## src/rtl/l2_read_word_if.sv

```systemverilog
// l2_read_word_if: request/response bundle between the L2 read path and the word streamer
interface l2_read_word_if;
  localparam int BITS_PER_WORD = 64;
  localparam int WORDS_PER_LINE = 4;
  logic                                    read_word_req_valid_in;
  logic                                    read_word_req_ready_out;
  logic [BITS_PER_WORD*WORDS_PER_LINE-1:0] read_word_line_in;
  logic [1:0]                              read_word_w_off_in;
  logic [2:0]                              read_word_b_off_in;
  logic [2:0]                              read_word_hsize_in;
  logic [2:0]                              read_word_count_in;
  logic                                    read_word_valid_out;
  logic                                    read_word_ready_in;
  logic [BITS_PER_WORD-1:0]                read_word_word_out;
  logic [1:0]                              read_word_w_off_out;
  logic                                    read_word_last_out;
  modport slave (
    input  read_word_req_valid_in, read_word_line_in, read_word_w_off_in, read_word_b_off_in,
           read_word_hsize_in, read_word_count_in, read_word_ready_in,
    output read_word_req_ready_out, read_word_valid_out, read_word_word_out,
           read_word_w_off_out, read_word_last_out
  );
  modport master (
    output read_word_req_valid_in, read_word_line_in, read_word_w_off_in, read_word_b_off_in,
           read_word_hsize_in, read_word_count_in, read_word_ready_in,
    input  read_word_req_ready_out, read_word_valid_out, read_word_word_out,
           read_word_w_off_out, read_word_last_out
  );
endinterface

```

## src/rtl/l2_read_word.sv

```systemverilog
// l2_read_word: streams a latched cache line out as sub-word or wrapping full-word beats
module l2_read_word (
  input logic           clk,
  input logic           rst,
  l2_read_word_if.slave rw
);
  typedef enum logic {IDLE, STREAM} state_t;
  state_t         state_q, state_d;
  logic [255:0]   line_q, line_d;
  logic [1:0]     off_q, off_d, nxt_off;
  logic [2:0]     rem_q, rem_d;
  logic [63:0]    word_q, word_d;
  logic           last_q, last_d;
  logic [2:0]     cnt, b_al, b_eff;
  logic [3:0]     size;
  logic [63:0]    src, lane;
  // Decode the incoming request: clamped count, access size, byte lane and first-beat source word
  always_comb begin
    cnt = rw.read_word_count_in == 3'd0 ? 3'd1 : rw.read_word_count_in > 3'd4 ? 3'd4 : rw.read_word_count_in;
    size = rw.read_word_hsize_in == 3'd0 ? 4'd1 : rw.read_word_hsize_in == 3'd1 ? 4'd2 :
           rw.read_word_hsize_in == 3'd2 ? 4'd4 : 4'd8;
    b_al = rw.read_word_b_off_in & ~(size[2:0] - 3'd1);
`ifdef BIG_ENDIAN
    b_eff = 3'(4'd8 - size - {1'b0, b_al});
`else
    b_eff = b_al;
`endif
    src = rw.read_word_line_in[{rw.read_word_w_off_in, 6'b0} +: 64];
    lane = ~(64'hFFFF_FFFF_FFFF_FFFF << {size, 3'b0}) << {b_eff, 3'b0};
  end
  // Next state: latch on accept, advance the wrapping offset on every consumed beat
  always_comb begin
    state_d = state_q;
    line_d = line_q;
    off_d = off_q;
    rem_d = rem_q;
    word_d = word_q;
    last_d = last_q;
    nxt_off = off_q + 2'd1;
    if (state_q == IDLE) begin
      if (rw.read_word_req_valid_in) begin
        state_d = STREAM;
        line_d = rw.read_word_line_in;
        off_d = rw.read_word_w_off_in;
        rem_d = cnt;
        word_d = cnt == 3'd1 ? src & lane : src;
        last_d = cnt == 3'd1;
      end
    end else if (rw.read_word_ready_in) begin
      if (last_q) begin
        state_d = IDLE;
        last_d = 1'b0;
      end else begin
        off_d = nxt_off;
        rem_d = rem_q - 3'd1;
        word_d = line_q[{nxt_off, 6'b0} +: 64];
        last_d = rem_q == 3'd2;
      end
    end
  end
  // State and output registers; reset aborts any stream in flight
  always_ff @(posedge clk or posedge rst) begin
    if (rst) begin
      state_q <= IDLE;
      line_q <= '0;
      off_q <= '0;
      rem_q <= '0;
      word_q <= '0;
      last_q <= 1'b0;
    end else begin
      state_q <= state_d;
      line_q <= line_d;
      off_q <= off_d;
      rem_q <= rem_d;
      word_q <= word_d;
      last_q <= last_d;
    end
  end
  assign rw.read_word_req_ready_out = state_q == IDLE;
  assign rw.read_word_valid_out = state_q == STREAM;
  assign rw.read_word_word_out = word_q;
  assign rw.read_word_w_off_out = off_q;
  assign rw.read_word_last_out = last_q;
endmodule

```

## src/flat_wrapper.sv

```systemverilog
// flat-port wrapper written by rule: the top's interface ports become plain ports
module l2_read_word_flat 
  (clk, rst, rw_read_word_req_valid_in, rw_read_word_line_in, rw_read_word_w_off_in, rw_read_word_b_off_in, rw_read_word_hsize_in, rw_read_word_count_in, rw_read_word_ready_in, rw_read_word_req_ready_out, rw_read_word_valid_out, rw_read_word_word_out, rw_read_word_w_off_out, rw_read_word_last_out);
  l2_read_word_if rw_i ();
  input logic clk;
  input logic rst;
  input wire logic [$bits(rw_i.read_word_req_valid_in)-1:0] rw_read_word_req_valid_in;
  input wire logic [$bits(rw_i.read_word_line_in)-1:0] rw_read_word_line_in;
  input wire logic [$bits(rw_i.read_word_w_off_in)-1:0] rw_read_word_w_off_in;
  input wire logic [$bits(rw_i.read_word_b_off_in)-1:0] rw_read_word_b_off_in;
  input wire logic [$bits(rw_i.read_word_hsize_in)-1:0] rw_read_word_hsize_in;
  input wire logic [$bits(rw_i.read_word_count_in)-1:0] rw_read_word_count_in;
  input wire logic [$bits(rw_i.read_word_ready_in)-1:0] rw_read_word_ready_in;
  output wire logic [$bits(rw_i.read_word_req_ready_out)-1:0] rw_read_word_req_ready_out;
  output wire logic [$bits(rw_i.read_word_valid_out)-1:0] rw_read_word_valid_out;
  output wire logic [$bits(rw_i.read_word_word_out)-1:0] rw_read_word_word_out;
  output wire logic [$bits(rw_i.read_word_w_off_out)-1:0] rw_read_word_w_off_out;
  output wire logic [$bits(rw_i.read_word_last_out)-1:0] rw_read_word_last_out;
  assign rw_i.read_word_req_valid_in = rw_read_word_req_valid_in;
  assign rw_i.read_word_line_in = rw_read_word_line_in;
  assign rw_i.read_word_w_off_in = rw_read_word_w_off_in;
  assign rw_i.read_word_b_off_in = rw_read_word_b_off_in;
  assign rw_i.read_word_hsize_in = rw_read_word_hsize_in;
  assign rw_i.read_word_count_in = rw_read_word_count_in;
  assign rw_i.read_word_ready_in = rw_read_word_ready_in;
  assign rw_read_word_req_ready_out = rw_i.read_word_req_ready_out;
  assign rw_read_word_valid_out = rw_i.read_word_valid_out;
  assign rw_read_word_word_out = rw_i.read_word_word_out;
  assign rw_read_word_w_off_out = rw_i.read_word_w_off_out;
  assign rw_read_word_last_out = rw_i.read_word_last_out;
  l2_read_word u_core (.clk(clk), .rst(rst), .rw(rw_i));
endmodule
```

## config.mk

```make
export PLATFORM = sky130hd
export DESIGN_NAME = l2_read_word_flat
export DESIGN_NICKNAME = d
export VERILOG_FILES = /design/src/rtl/l2_read_word_if.sv /design/src/rtl/l2_read_word.sv /design/src/flat_wrapper.sv
export SDC_FILE = /design/constraint.sdc
export NUM_CORES = 1
export LEC_CHECK = 0
export ABC_AREA = 1
export ABC_CLOCK_PERIOD_IN_PS = 13800
export CORE_MARGIN = 2
export CORE_UTILIZATION = 45
export CTS_CLUSTER_DIAMETER = 40
export CTS_CLUSTER_SIZE = 12
export DETAILED_ROUTE_END_ITERATION = 10
export PLACE_DENSITY = 0.71
export SETUP_SLACK_MARGIN = 0.4
export SLEW_MARGIN = 0
export SYNTH_ARGS = -nofsm -noshare
export SYNTH_HDL_FRONTEND = slang
export SYNTH_SLANG_ARGS = --single-unit
```

## constraint.sdc

```tcl
create_clock -name clk -period 13.8 [get_ports clk]
set_input_delay 2.76 -clock clk [delete_from_list [all_inputs] [get_ports clk]]
set_output_delay 2.76 -clock clk [all_outputs]
set_load 0.02 [all_outputs]
```

=== Yosys cells after proc, flatten, opt, wreduce, memory -nomap -nowiden ===
Index checks and enable logic that the tools add are counted.

* Register bits after elaboration: 327
* Input port bits: 271
* Output and inout port bits: 69
* Logic and storage cells: 57

* Add/subtract/negate cells: 3
* $lt $le $gt $ge: 1
* Equal/unequal tests: 6
* Shifts and indexed selects: 4
* Mux-type cells: 26
* Bitwise operators: 5
* Reduce and logical (&&, ||, !) cells: 6

{| class="wikitable"
|+ Operator list
! kind !! count
|-
| $shiftx 256x9->64 || 2
|-
| $mux 64 || 5
|-
| $and 64x64->64 || 1
|-
| $not 64->64 || 1
|-
| $shl 64x6->64 || 1
|-
| $shl 64x7->64 const A || 1
|-
| $mux 3 || 6
|-
| $mux 4 || 3
|-
| $mux 1 || 8
|-
| $mux 2 || 4
|-
| $eq 3x1->1 const B || 2
|-
| $eq 3x2->1 const B || 2
|-
| $logic_not 3->1 || 2
|-
| $sub 3x1->3 const B || 2
|-
| $ne 2x2->1 const B || 2
|-
| $reduce_and 2->1 || 2
|-
| $and 3x3->3 || 1
|-
| $gt 3x3->1 const B || 1
|-
| $not 3->3 || 1
|-
| $reduce_and 3->1 || 1
|-
| $add 2x1->2 const B || 1
|-
| $reduce_bool 2->1 || 1
|-
| $not 1->1 || 1
|}

=== Logic depth before layout (Yosys ltp) ===
Gate-level depths: netlist of the first run.

* Word-level depth: 12
* Gate-level depth with buffers: 10
* Mapped depth without buffers: 9

=== Least setup slack after synthesis of the first run ===
OpenSTA, ideal clock, no wires.

* Kind: input-to-reg
* Start point: in rw_read_word_w_off_in[0]
* End point: reg u_core.word_q[15] (netlist: u_core.rw.read_word_word_out[15])
* Arrival: 3.615 ns
* Required time: 13.676 ns
* Setup slack: 10.061 ns
* Cell stages on the path: 8
* Path buffers: 2
* Path through: inv_1 clkbuf_1 clkbuf_1 nand2_1 nand3_1 a21oi_1 nand2_1 a21oi_1

* Word-level cells in the longest chain between the ends: 5

{| class="wikitable"
|+ RTL lines
! element !! line !! RTL
|-
| from (decl) || flat_wrapper.sv:9 || <nowiki>input wire logic [$bits(rw_i.read_word_w_off_in)-1:0] rw_read_word_w_off_in;</nowiki>
|-
| $shiftx 256x9->64 * || l2_read_word.sv:28 || <nowiki>src = rw.read_word_line_in[{rw.read_word_w_off_in, 6'b0} +: 64];</nowiki>
|-
| $and 64x64->64 || l2_read_word.sv:46 || <nowiki>word_d = cnt == 3'd1 ? src & lane : src;</nowiki>
|-
| $mux 64 * || l2_read_word.sv:46 ||
|-
| $mux 64 * || l2_read_word.sv:41 || <nowiki>if (rw.read_word_req_valid_in) begin</nowiki>
|-
| $mux 64 * || l2_read_word.sv:40 || <nowiki>if (state_q == IDLE) begin</nowiki>
|-
| to (signal assigned) || l2_read_word.sv:75 || <nowiki>word_q <= word_d;</nowiki>
|-
| to (decl) || l2_read_word.sv:12 || <nowiki>logic [63:0] word_q, word_d;</nowiki>
|}

Mark *: on every way between the ends. The rest lies on a longest branch, timed or not. The select of a mux whose other input is x is not followed.
A chain may end at the register's enable or synchronous reset.

=== Worst setup path after layout of the first run ===
* Start point: in rw_read_word_req_valid_in
* End point: reg u_core.word_q[54] (netlist: u_core.rw.read_word_word_out[54])

* Word-level cells in the longest chain between the ends: 2

{| class="wikitable"
|+ RTL lines
! element !! line !! RTL
|-
| from (decl) || flat_wrapper.sv:7 || <nowiki>input wire logic [$bits(rw_i.read_word_req_valid_in)-1:0] rw_read_word_req_valid_in;</nowiki>
|-
| $reduce_bool 2->1 (no line) || n/a ||
|-
| $reduce_and 3->1 (no line) || n/a ||
|}

Every way passes these cells.

==> metrics.sh, run 1 <==
SYNTHCELLS=2628
SLEW_VIOLATIONS=0
INITIAL_UTILIZATION=0.458
FINAL_LAYOUT_SIZE_SUFFIX_GT1_FRAC=0.0392
CTSLONGESTPATHBUFFERS=3
SYNTH.YOSYS.WARNINGS=0
CRITICAL_PATH_CLASS='in2reg'
INSTANCES_NO_FILL=3429
POSTCTSSETUPREPAIRBUFS=0
TRACK_USAGE=0.283
YOSYSUNIQUECELLTYPES=18
SYNTH_AREA_UM2=17800
CLOCK_SKEWS_NS=0.0228
FMAX_MHz=164
LAYOUT.NETS=3142
DRT_WL_TOTAL_MM=58.1
DRV.MAX_CAP_VIOLATION_COUNT=0
CTS.REPAIR.RESIZED=0
WORST-SLEW-PIN-TRANSITION_NS=1.04
IRDROPWORSTVDD_mV=0.109
FLOORPLAN.DIE_AREA_UM2=41100
MULTI_INPUT_COMB_AREA_UM2=7780
LEAKAGEPOWER_nW=11.9
FINALCRITPERIODSHARE=0.441
DRT_ITER0_DRC=1505
FINAL_AREA_UM2=22900
MIN_PATH_TYPE='reg2reg'
DIE_HEIGHT_UM=203
DESIGN.CORE.AREA_UM2=38800
YS_TOP_CELLS_BY_AREA='sky130_fd_sc_hd__dfrtp_1 (46%), sky130_fd_sc_hd__nand2_1 (25%), sky130_fd_sc_hd__o21ai_0 (7.5%)'
CLOCK_TREE_FROM_TRITONCTS='yes'
RSZ_0062_RAISED_AFTER_GLOBAL_ROUTING='no'
SYNTH.FF_LATCH_COUNT=327
GRT_ANTENNA_BEFORE_REPAIR=2
FIRST_PASS_GRT_WIRE_LENGTH_MM=93.1
AREA_GROWTH_SYN_TO_LAYOUT_PCT=29.0
CRITICAL-PATH-SLOWEST-CELL='sky130_fd_sc_hd__nand2_4'
CTS-HTREE-LEVELS=2
TIMING.CRITICAL_PATH.FROM_TYPE='input pin'
GLOBALPLACE.CONGESTION=0.814
POSTSYNTHNETCOUNT=2901
DRT_WL_CELL_UM=17.0
IO_PINS=340
SYN-MEAN-INSTANCE-AREA_UM2=6.76
POST-LAYOUT-TOTAL-POWER_mW=5.14
FINALHOLDVIOLCOUNT=0
POST-SYNTH-TOP-AREA-CELL='sky130_fd_sc_hd__dfrtp_1'
POWER_DENSITY_CELLS_nW_PER_UM2=224
WORST-R2R-SETUP-SLACK_NS=8.95
CTS.REPORTEDPATHS.CLKPINSLEW_NS=0.05
REGISTER_AREA_UM2=8190
ROOT_BUFFER='sky130_fd_sc_hd__clkbuf_16'
FILLER_CELL_COUNT=3603
CLOCK_BUFFER_COUNT_FROM_CTS=51
CRITICAL_PATH_PEAK_FANOUT=176
SETUP-VIOLATIONS-FINAL=0
PLACE.PORT_BUFFERS=339
VIA_COUNT=17730
SYNTH_TOP_AREA_SHARE=0.460
TIMING.CRITICAL_PATH.SLOWEST_CELL_DELAY_NS=0.77
SEQUENCE_OF_CELLS_ON_THE_CRITICAL_PATH='clkdlybuf4s50_1, nand2_8, o21ai_1, nand2_4, clkinv_2, buf_4, nor2_1, a21oi_1'
POST_ROUTE_CORE_UTILIZATION=0.590
ANTENNA_LEFT=0
GLOBALROUTE.TOTALOVERFLOW=0
POST_DRT_VIA_CELL_RATIO=5.17
LARGEST_NET_DEGREE_AT_THE_START_OF_GLOBAL_ROUTING=177
MIN_PERIOD_NS=6.09
DRT_PASS1_ITERATIONS=6
RELSLEWSLACK=0.305
WORSTPATHARRIVAL_NS=6.53
TNS_NS=0
SITE_ROW_COUNT=72
NUMPLACEDINSTANCES=3334
DIE_W_UM=203
CP_ENDPOINT_KIND='flip-flop'
HPWL_MM=35.4
CLOCK_LATENCY_ON_THE_WORST_SKEW_PAIR_NS=0.59
PLACEDINSTANCEAREA_UM2=21200
YS_SEQ_AREA_FRAC=0.460
HOLD_BUFFERS=0
STATUS='finished, final reports clean'
CTS_NUM_SINKS=327
GRT_PASS1_VIAS=17616
DETAIL_ROUTE.DRC_VIOLATIONS=0
CP_DATA_REQUIRED_TIME_NS=14.24
layout make-up:
class,count,area share
repair buffers,354,0.153
diodes,2,0.000218
clock inverters,27,0.0140
clock buffers,66,0.0612
well taps,518,0.0283
inverters,278,0.0461
multi-input cells,1857,0.340
flip-flops and latches,327,0.357
synth_stat cells, drive strengths merged:
cell       n
nand2   1183
dfrtp    327
inv      278
o21ai    269
a21oi    192
nand3    141
buf      109
nor2      67
clkbuf    57
ha         2
nand4      2
nand3b     1
routing by layer:
layer	routed length [um]	global-route usage
met1	24700	0.372
met2	27500	0.470
met3	4180	0.0445
met4	1770	0.112
met5	0	0
kinds of logic (layout without fill, tap and decap cells):
kind of cell               after synthesis  count (layout)  synth area share
buffers and inverters                  444             725             0.103
adders and majority gates                2               2           0.00141
other                                    0               2                 0
AOI/OAI and AO/OA                      461             461             0.130
DFF                                    327             327             0.460
and+or+nand+nor                       1394            1394             0.306
critical path: cells and delay by family:
kind | cells | cell delay, ns
buffers and inverters | 3 | 1.67
AO/OA/AOI/OAI | 2 | 0.34
AND/OR/NAND/NOR | 3 | 1.63
flip-flops by register name, summed over array words and instances, names as in the netlist:
| name | flops |
|---|---|
| u_core.rw.read_word_last_out | 1 |
| u_core.rem_q | 3 |
| u_core.line_q | 256 |
| u_core.rw.read_word_w_off_out | 2 |
| u_core.rw.read_word_word_out | 64 |
| u_core.rw.read_word_valid_out | 1 |
stage by stage:
step / hold WS [ns] / setup slack (ns)
after detailed placement: 0.473 / 7.20
after global placement: 0.465 / 7.24
after CTS: 0.486 / 7.79
after global routing: 0.505 / 7.42
after floorplan: 0.453 / 1.99
final: 0.481 / 7.71
report_power, final:
part           switching [mW]  internal (mW)
registers               0.349           1.45
logic                    1.27          0.772
clock network           0.487          0.816
total                    2.11           3.03
layout by cell type, fill, tap and decap left out, drive strengths merged:
| cell type | instances |
|---|---|
| a21oi | 192 |
| buf | 17 |
| bufinv | 5 |
| clkbuf | 66 |
| clkdlybuf4s50 | 337 |
| clkinv | 13 |
| clkinvlp | 4 |
| dfrtp | 327 |
| diode | 2 |
| ha | 2 |
| inv | 283 |
| nand2 | 1183 |
| nand3 | 141 |
| nand3b | 1 |
| nand4 | 2 |
| nor2 | 67 |
| o21ai | 269 |
worst paths after layout:
| kind | from | to | depth (start not counted) |
|---|---|---|---|
| setup / recovery | rw_read_word_req_valid_in | u_core.rw.read_word_word_out[54]$_DFFE_PP0P_ | 8 |
| hold / removal | u_core.line_q[67]$_DFFE_PP0P_ | u_core.line_q[67]$_DFFE_PP0P_ | 2 |
| setup reg to reg | u_core.rw.read_word_valid_out$_DFF_PP0_ | u_core.rw.read_word_word_out[54]$_DFFE_PP0P_ | 8 |
| hold reg to reg | u_core.line_q[67]$_DFFE_PP0P_ | u_core.line_q[67]$_DFFE_PP0P_ | 2 |
| max in group asynchronous | rst | u_core.line_q[215]$_DFFE_PP0P_ | 4 |
| min in group asynchronous | rst | u_core.line_q[101]$_DFFE_PP0P_ | 2 |
Note: power is estimated with default switching activity, not from simulation.
==> inputs of run 2 (changes only) <==
Settings changed: ABC_CLOCK_PERIOD_IN_PS 13800 to 4920, PLACE_DENSITY 0.71 to 0.73.
Clock period 13.8 ns to 4.92 ns, I/O delays scaled along.
==> metrics.sh, run 2 (synthesis gave the netlist of run 1 again) <==
CLOCK_LATENCY_ON_THE_WORST_SKEW_PAIR_NS=0.58
PATH_DEPTH=5
WORST-SLEW-PIN-TRANSITION_NS=1.04
CTS.REPAIR.RESIZED=0
MIN_PERIOD_NS=3.59
CTSLONGESTPATHBUFFERS=3
SLEW_VIOLATIONS=0
DETAIL_ROUTE.DRC_VIOLATIONS=0
RSZ_0062_RAISED_AFTER_GLOBAL_ROUTING='no'
MIN_FROM='u_core.line_q[31]$_DFFE_PP0P_'
MOSTFREQUENTLAYOUTCELL='sky130_fd_sc_hd__nand2_1'
DRT_PASS1_ITERATIONS=5
FMAX_MHz=278
RR_STARTPOINT='u_core.rw.read_word_valid_out$_DFF_PP0_'
POWER_DENSITY_CELLS_nW_PER_UM2=626
GLOBALROUTE.TOTALOVERFLOW=0
LARGEST-REGISTER='u_core.line_q'
CTS-HTREE-LEVELS=2
TIMING.RR.END='u_core.line_q[200]$_DFFE_PP0P_'
POST_ROUTE_CORE_UTILIZATION=0.593
POST_DRT_VIA_CELL_RATIO=5.24
STATUS='finished, final reports clean'
FIRST_PASS_GRT_WIRE_LENGTH_MM=93.0
GRT_PASS1_VIAS=18017
FINALHOLDVIOLCOUNT=0
FINAL_LAYOUT_SIZE_SUFFIX_GT1_FRAC=0.0415
IO_PINS=340
DRT_ITER0_DRC=1654
IRDROPWORSTVDD_mV=0.442
FIN_WORST_HOLD_SLACK_NS=0.482
TIMING.CRITICAL_PATH.FROM_TYPE='flip-flop'
POSTCTSSETUPREPAIRBUFS=0
FLOORPLAN.DIE_AREA_UM2=41100
RELSLEWSLACK=0.309
CRITPATHTOPFAMILY='buffers and inverters'
MIN_PATH_CELLS=2
LARGEST_REGISTER_FF_COUNT=256
SEQUENCE_OF_CELLS_ON_THE_CRITICAL_PATH='inv_2, nand2_8, buf_4, buf_4, o21ai_0'
DIE_HEIGHT_UM=203
TRACK_USAGE=0.282
CLOCK_SKEWS_NS=0.0146
SITE_ROW_COUNT=72
TIMING.CRITICAL_PATH.SLOWEST_CELL_DELAY_NS=0.87
HOLD_BUFFERS=0
DRT_WL_TOTAL_MM=57.7
CLOCK_TREE_FROM_TRITONCTS='yes'
ROOT_BUFFER='sky130_fd_sc_hd__clkbuf_16'
CP.BUFFERS_INVERTERS=3
LEAKAGEPOWER_nW=11.9
CTS.REPORTEDPATHS.CLKPINSLEW_NS=0.05
CP_ENDPOINT_KIND='flip-flop'
CLOCK_BUFFER_COUNT_FROM_CTS=51
SETUP-VIOLATIONS-FINAL=0
AREA_GROWTH_SYN_TO_LAYOUT_PCT=29.5
FF2FF_PATH_DEPTH=5
DRV.MAX_CAP_VIOLATION_COUNT=0
LAYOUT_COMMON_CELLS='sky130_fd_sc_hd__nand2_1 (1180), sky130_fd_sc_hd__clkdlybuf4s50_1 (337), sky130_fd_sc_hd__dfrtp_1 (325)'
DIE_W_UM=203
DESIGN.CORE.AREA_UM2=38800
LAYOUT.NETS=3148
CTS_NUM_SINKS=327
CP_DATA_REQUIRED_TIME_NS=5.32
PLACE.PORT_BUFFERS=339
LARGEST_NET_DEGREE_AT_THE_START_OF_GLOBAL_ROUTING=235
MOST_FREQUENT_CP_CELL='sky130_fd_sc_hd__buf_4'
CRITICAL_PATH_CLASS='reg2reg'
WORST_HOLD_ENDPOINT='u_core.line_q[31]$_DFFE_PP0P_'
WORSTPATHARRIVAL_NS=3.99
DRT_WL_CELL_UM=16.8
FINALCRITPERIODSHARE=0.730
HPWL_MM=35.1
MIN_PATH_TYPE='reg2reg'
INITIAL_UTILIZATION=0.458
ANTENNA_LEFT=0
CRITICAL_PATH_PEAK_FANOUT=116
GRT_ANTENNA_BEFORE_REPAIR=4
VIA_COUNT=18014
CRITICAL-PATH-SLOWEST-CELL='sky130_fd_sc_hd__dfrtp_4'
WORST-R2R-SETUP-SLACK_NS=1.33
GLOBALPLACE.CONGESTION=0.851
==> run 2: changes by cell type in the layout (fill, tap and decap cells not counted), moves of 2 or more <==
cell,before,now
sky130_fd_sc_hd__inv_8,2,0
sky130_fd_sc_hd__clkinv_4,7,9
sky130_fd_sc_hd__buf_12,1,5
sky130_fd_sc_hd__diode_2,2,4
sky130_fd_sc_hd__clkbuf_1,8,5
sky130_fd_sc_hd__buf_4,15,17
==> run 2: layout make-up <==
class / count / area, um^2
Inverter: 278 / 1050
Multi-Input combinational cell: 1857 / 7780
Tap cell: 518 / 648
Fill cell: 3546 / 15800
Antenna cell: 4 / 10.0
Sequential cell: 327 / 8190
Clock buffer: 63 / 1390
Timing Repair Buffer: 360 / 3610
Clock inverter: 28 / 324
==> run 2: how the worst max path moves through the flow <==
stage                                                 start                              to  slack, ns
finish              u_core.rw.read_word_valid_out$_DFF_PP0_  u_core.line_q[200]$_DFFE_PP0P_       1.33
global route        u_core.rw.read_word_valid_out$_DFF_PP0_  u_core.line_q[191]$_DFFE_PP0P_       1.01
CTS                 u_core.rw.read_word_valid_out$_DFF_PP0_  u_core.line_q[200]$_DFFE_PP0P_       1.36
detailed placement                rw_read_word_req_valid_in  u_core.line_q[200]$_DFFE_PP0P_       1.18
global placement                  rw_read_word_req_valid_in  u_core.line_q[128]$_DFFE_PP0P_       1.31
floorplan                                               rst    u_core.line_q[0]$_DFFE_PP0P_      -0.43
==> run 2: stage by stage <==
step	setup WS, ns	cell area (um^2)	setup TNS (ns)	cells	total power [mW]
floorplan	-0.429	17800	-140.19	2628	8.73
global placement	1.31	21300	0	3340	10.5
detailed placement	1.18	21300	0	3340	10.7
CTS	1.36	23000	0	3431	14.4
global route	1.01	23000	0	3434	15.5
finish	1.33	23000	0	3435	14.4
==> run 2: layer usage <==
metal	wire length, um	part of all wire	up-vias	track usage
li1	-	-	8612	-
met1	23900	0.41	8514	0.366
met2	27200	0.47	759	0.469
met3	4650	0.080	127	0.0528
met4	1920	0.033	2	0.112
met5	13	0.00023	-	0
==> run 2: where the power goes <==
part,switching [mW],internal (mW)
clock network,1.34,2.28
logic,3.62,2.20
registers,0.912,4.05
==> run 2: worst min-delay path: cells and delay by family, from the launching register on <==
kind / cells / cell delay [ns]
AOI/OAI and AO/OA: 1 / 0.06
DFF: 1 / 0.34
and+or+nand+nor: 1 / 0.05
==> inputs of run 3 (changes only) <==
Settings changed: ABC_CLOCK_PERIOD_IN_PS 4920 to 3800, PLACE_DENSITY 0.73 to 0.71.
Clock period 4.92 ns to 3.8 ns, I/O delays scaled along.
==> metrics.sh, run 3 (synthesis gave the netlist of run 1 again) <==
LEAKAGEPOWER_nW=12.0
IO_PINS=340
CLOCK_SKEWS_NS=0.0149
SETUP-VIOLATIONS-FINAL=0
DETAIL_ROUTE.WIRELENGTH.MET1_MM=24.5
FINALCRITPERIODSHARE=0.778
FIRST_PASS_GRT_WIRE_LENGTH_MM=93.4
CLOCK_TREE_FROM_TRITONCTS='yes'
CTS.REPORTEDPATHS.CLKPINSLEW_NS=0.06
WORSTPATHARRIVAL_NS=2.20
SLEW_VIOLATIONS=0
TIMING.CRITICAL_PATH.FROM_TYPE='flip-flop'
DRT_WL_CELL_UM=16.9
CRITPATHTOPFAMILY='buffers and inverters'
REGISTER_AREA_UM2=8190
SWSHARE=0.406
DIE_W_UM=203
CTS_NUM_SINKS=327
LAYOUT_COMMON_CELLS='sky130_fd_sc_hd__nand2_1 (1180), sky130_fd_sc_hd__clkdlybuf4s50_1 (337), sky130_fd_sc_hd__dfrtp_1 (325)'
WORST-SLEW-PIN-TRANSITION_NS=1.32
TOP_LAYER_USED='met4'
TIMING.CRITICAL_PATH.SLOWEST_CELL_DELAY_NS=0.72
POSTCTSSETUPREPAIRBUFS=0
DESIGN.CORE.AREA_UM2=38800
STATUS='finished, final reports clean'
PATH_DEPTH=2
WIRE_LENGTH_ON_MET2_MM=27.2
WL_MET3_MM=4.23
VIA_COUNT=17935
RELSLEWSLACK=0.120
TRACK_USAGE=0.284
LAYOUT.NETS=3152
GLOBALROUTE.TOTALOVERFLOW=0
FILLER_CELL_COUNT=3577
LARGEST-REGISTER='u_core.line_q'
ROOT_BUFFER='sky130_fd_sc_hd__clkbuf_16'
DRT_PASS1_ITERATIONS=6
PWR-SHARE-SEQ=0.335
GLOBALPLACE.CONGESTION=0.837
LARGEST_REGISTER_FF_COUNT=256
DRV.MAX_CAP_VIOLATION_COUNT=0
CP_ENDPOINT_KIND='primary output'
SEQUENCE_OF_CELLS_ON_THE_CRITICAL_PATH='inv_2, clkdlybuf4s50_1'
MULTI_INPUT_COMB_AREA_UM2=7780
GRT_ANTENNA_BEFORE_REPAIR=1
COMB_POWER_SHARE=0.406
RSZ_0062_RAISED_AFTER_GLOBAL_ROUTING='no'
DRT_ITER0_DRC=1620
TNS_NS=0
GRT_PASS1_VIAS=17914
MIN_PATH_CELLS=2
HPWL_MM=36.5
CTS-HTREE-LEVELS=2
NUMPLACEDINSTANCES=3342
ANTENNA_LEFT=0
CRITICAL-PATH-SLOWEST-CELL='sky130_fd_sc_hd__clkdlybuf4s50_1'
PLACE.PORT_BUFFERS=339
CLOCK_LATENCY_ON_THE_WORST_SKEW_PAIR_NS=0.59
INITIAL_UTILIZATION=0.458
CELL_INTERNAL_PWR_mW=11.3
CTS.REPAIR.RESIZED=0
MOSTFREQUENTLAYOUTCELL='sky130_fd_sc_hd__nand2_1'
IRDROPWORSTVDD_mV=0.516
AREA_GROWTH_SYN_TO_LAYOUT_PCT=30.3
POWER_SWITCHING_mW=7.69
CLOCK_BUFFER_COUNT_FROM_CTS=53
MIN_PATH_TYPE='reg2reg'
HOLD_BUFFERS=0
FF2FF_PATH_DEPTH=7
POST_DRT_VIA_CELL_RATIO=5.21
DETAIL_ROUTE.DRC_VIOLATIONS=0
DIE_HEIGHT_UM=203
FMAX_MHz=338
POWER_DENSITY_CELLS_nW_PER_UM2=818
MIN_PERIOD_NS=2.96
FINAL_LAYOUT_SIZE_SUFFIX_GT1_FRAC=0.0434
CP.BUFFERS_INVERTERS=2
CRITICAL_PATH_PEAK_FANOUT=16
DRT_WL_TOTAL_MM=58.2
CTSLONGESTPATHBUFFERS=3
CP_DATA_REQUIRED_TIME_NS=3.04
SHARE_CLK_OF_TOTAL_POWER=0.259
LARGEST_NET_DEGREE_AT_THE_START_OF_GLOBAL_ROUTING=309
FLOORPLAN.DIE_AREA_UM2=41100
CRITICAL_PATH_CLASS='reg2out'
FINALHOLDVIOLCOUNT=0
SITE_ROW_COUNT=72
INSTANCES_NO_FILL=3442
==> run 3: cell types whose count changed in the layout (fill, tap and decap cells not counted) <==
cell,previous run,this run
sky130_fd_sc_hd__diode_2,4,1
sky130_fd_sc_hd__clkbuf_16,51,55
sky130_fd_sc_hd__clkbuf_8,7,6
sky130_fd_sc_hd__buf_4,17,16
sky130_fd_sc_hd__clkinvlp_4,5,6
sky130_fd_sc_hd__clkinv_4,9,5
sky130_fd_sc_hd__clkbuf_1,5,9
sky130_fd_sc_hd__inv_6,4,8
sky130_fd_sc_hd__buf_12,5,8
==> run 3: power groups by stage <==
stage | clock network, mW | logic (mW) | registers, mW
after floorplan | 0 | 4.84 | 6.45
after global placement | 0 | 7.47 | 6.28
after detailed placement | 0 | 7.69 | 6.33
after CTS | 4.97 | 7.72 | 6.31
after global routing | 5.14 | 8.69 | 6.52
final | 4.91 | 7.70 | 6.34
==> run 3: routing by layer <==
layer / up-vias / GRT usage
li1: 8631 / -
met1: 8392 / 0.368
met2: 773 / 0.461
met3: 139 / 0.0502
met4: 0 / 0.138
met5: - / 0
==> run 3: worst paths after layout <==
check / slack, ns / to / startpoint
setup / recovery: 0.84 / rw_read_word_req_ready_out / u_core.rw.read_word_valid_out$_DFF_PP0_
hold / removal: 0.48 / u_core.line_q[245]$_DFFE_PP0P_ / u_core.line_q[245]$_DFFE_PP0P_
setup reg to reg: 0.97 / u_core.rw.read_word_word_out[7]$_DFFE_PP0P_ / u_core.rw.read_word_valid_out$_DFF_PP0_
hold reg to reg: 0.48 / u_core.line_q[245]$_DFFE_PP0P_ / u_core.line_q[245]$_DFFE_PP0P_
max in group asynchronous: 2.07 / u_core.rw.read_word_w_off_out[0]$_DFFE_PP0P_ / rst
min in group asynchronous: 0.75 / u_core.line_q[36]$_DFFE_PP0P_ / rst
==> run 3: stage by stage <==
step / instance area, um^2 / setup slack [ns] / util / power (mW) / hold WS [ns]
2_1_floorplan: 17800 / -1.32 / - / 11.3 / 0.453
3_3_place_gp: 21300 / 0.730 / 0.549 / 13.8 / 0.465
3_5_place_dp: 21300 / 0.673 / 0.549 / 14.0 / 0.472
4_1_cts: 23200 / 0.812 / 0.596 / 19.0 / 0.485
5_1_grt: 23200 / 0.750 / 0.597 / 20.3 / 0.501
6_report: 23200 / 0.843 / 0.597 / 18.9 / 0.480
==> run 3: final cells by class <==
| cell class | count | share of cell area |
|---|---|---|
| Antenna cell | 1 | 0.000108 |
| Inverter | 278 | 0.0455 |
| Timing Repair Buffer | 362 | 0.158 |
| Sequential cell | 327 | 0.354 |
| Tap cell | 518 | 0.0280 |
| Clock buffer | 70 | 0.0644 |
| Clock inverter | 29 | 0.0143 |
| Multi-Input combinational cell | 1857 | 0.336 |
==> run 3: worst register-to-register path, cell delays in order (launching register included) <==
cell,delay [ns]
sky130_fd_sc_hd__dfrtp_4,0.54
sky130_fd_sc_hd__buf_4,0.64
sky130_fd_sc_hd__nand2_1,0.24
sky130_fd_sc_hd__nand2_4,0.35
sky130_fd_sc_hd__clkinv_2,0.38
sky130_fd_sc_hd__buf_4,0.34
sky130_fd_sc_hd__nor2_1,0.14
sky130_fd_sc_hd__a21oi_1,0.06
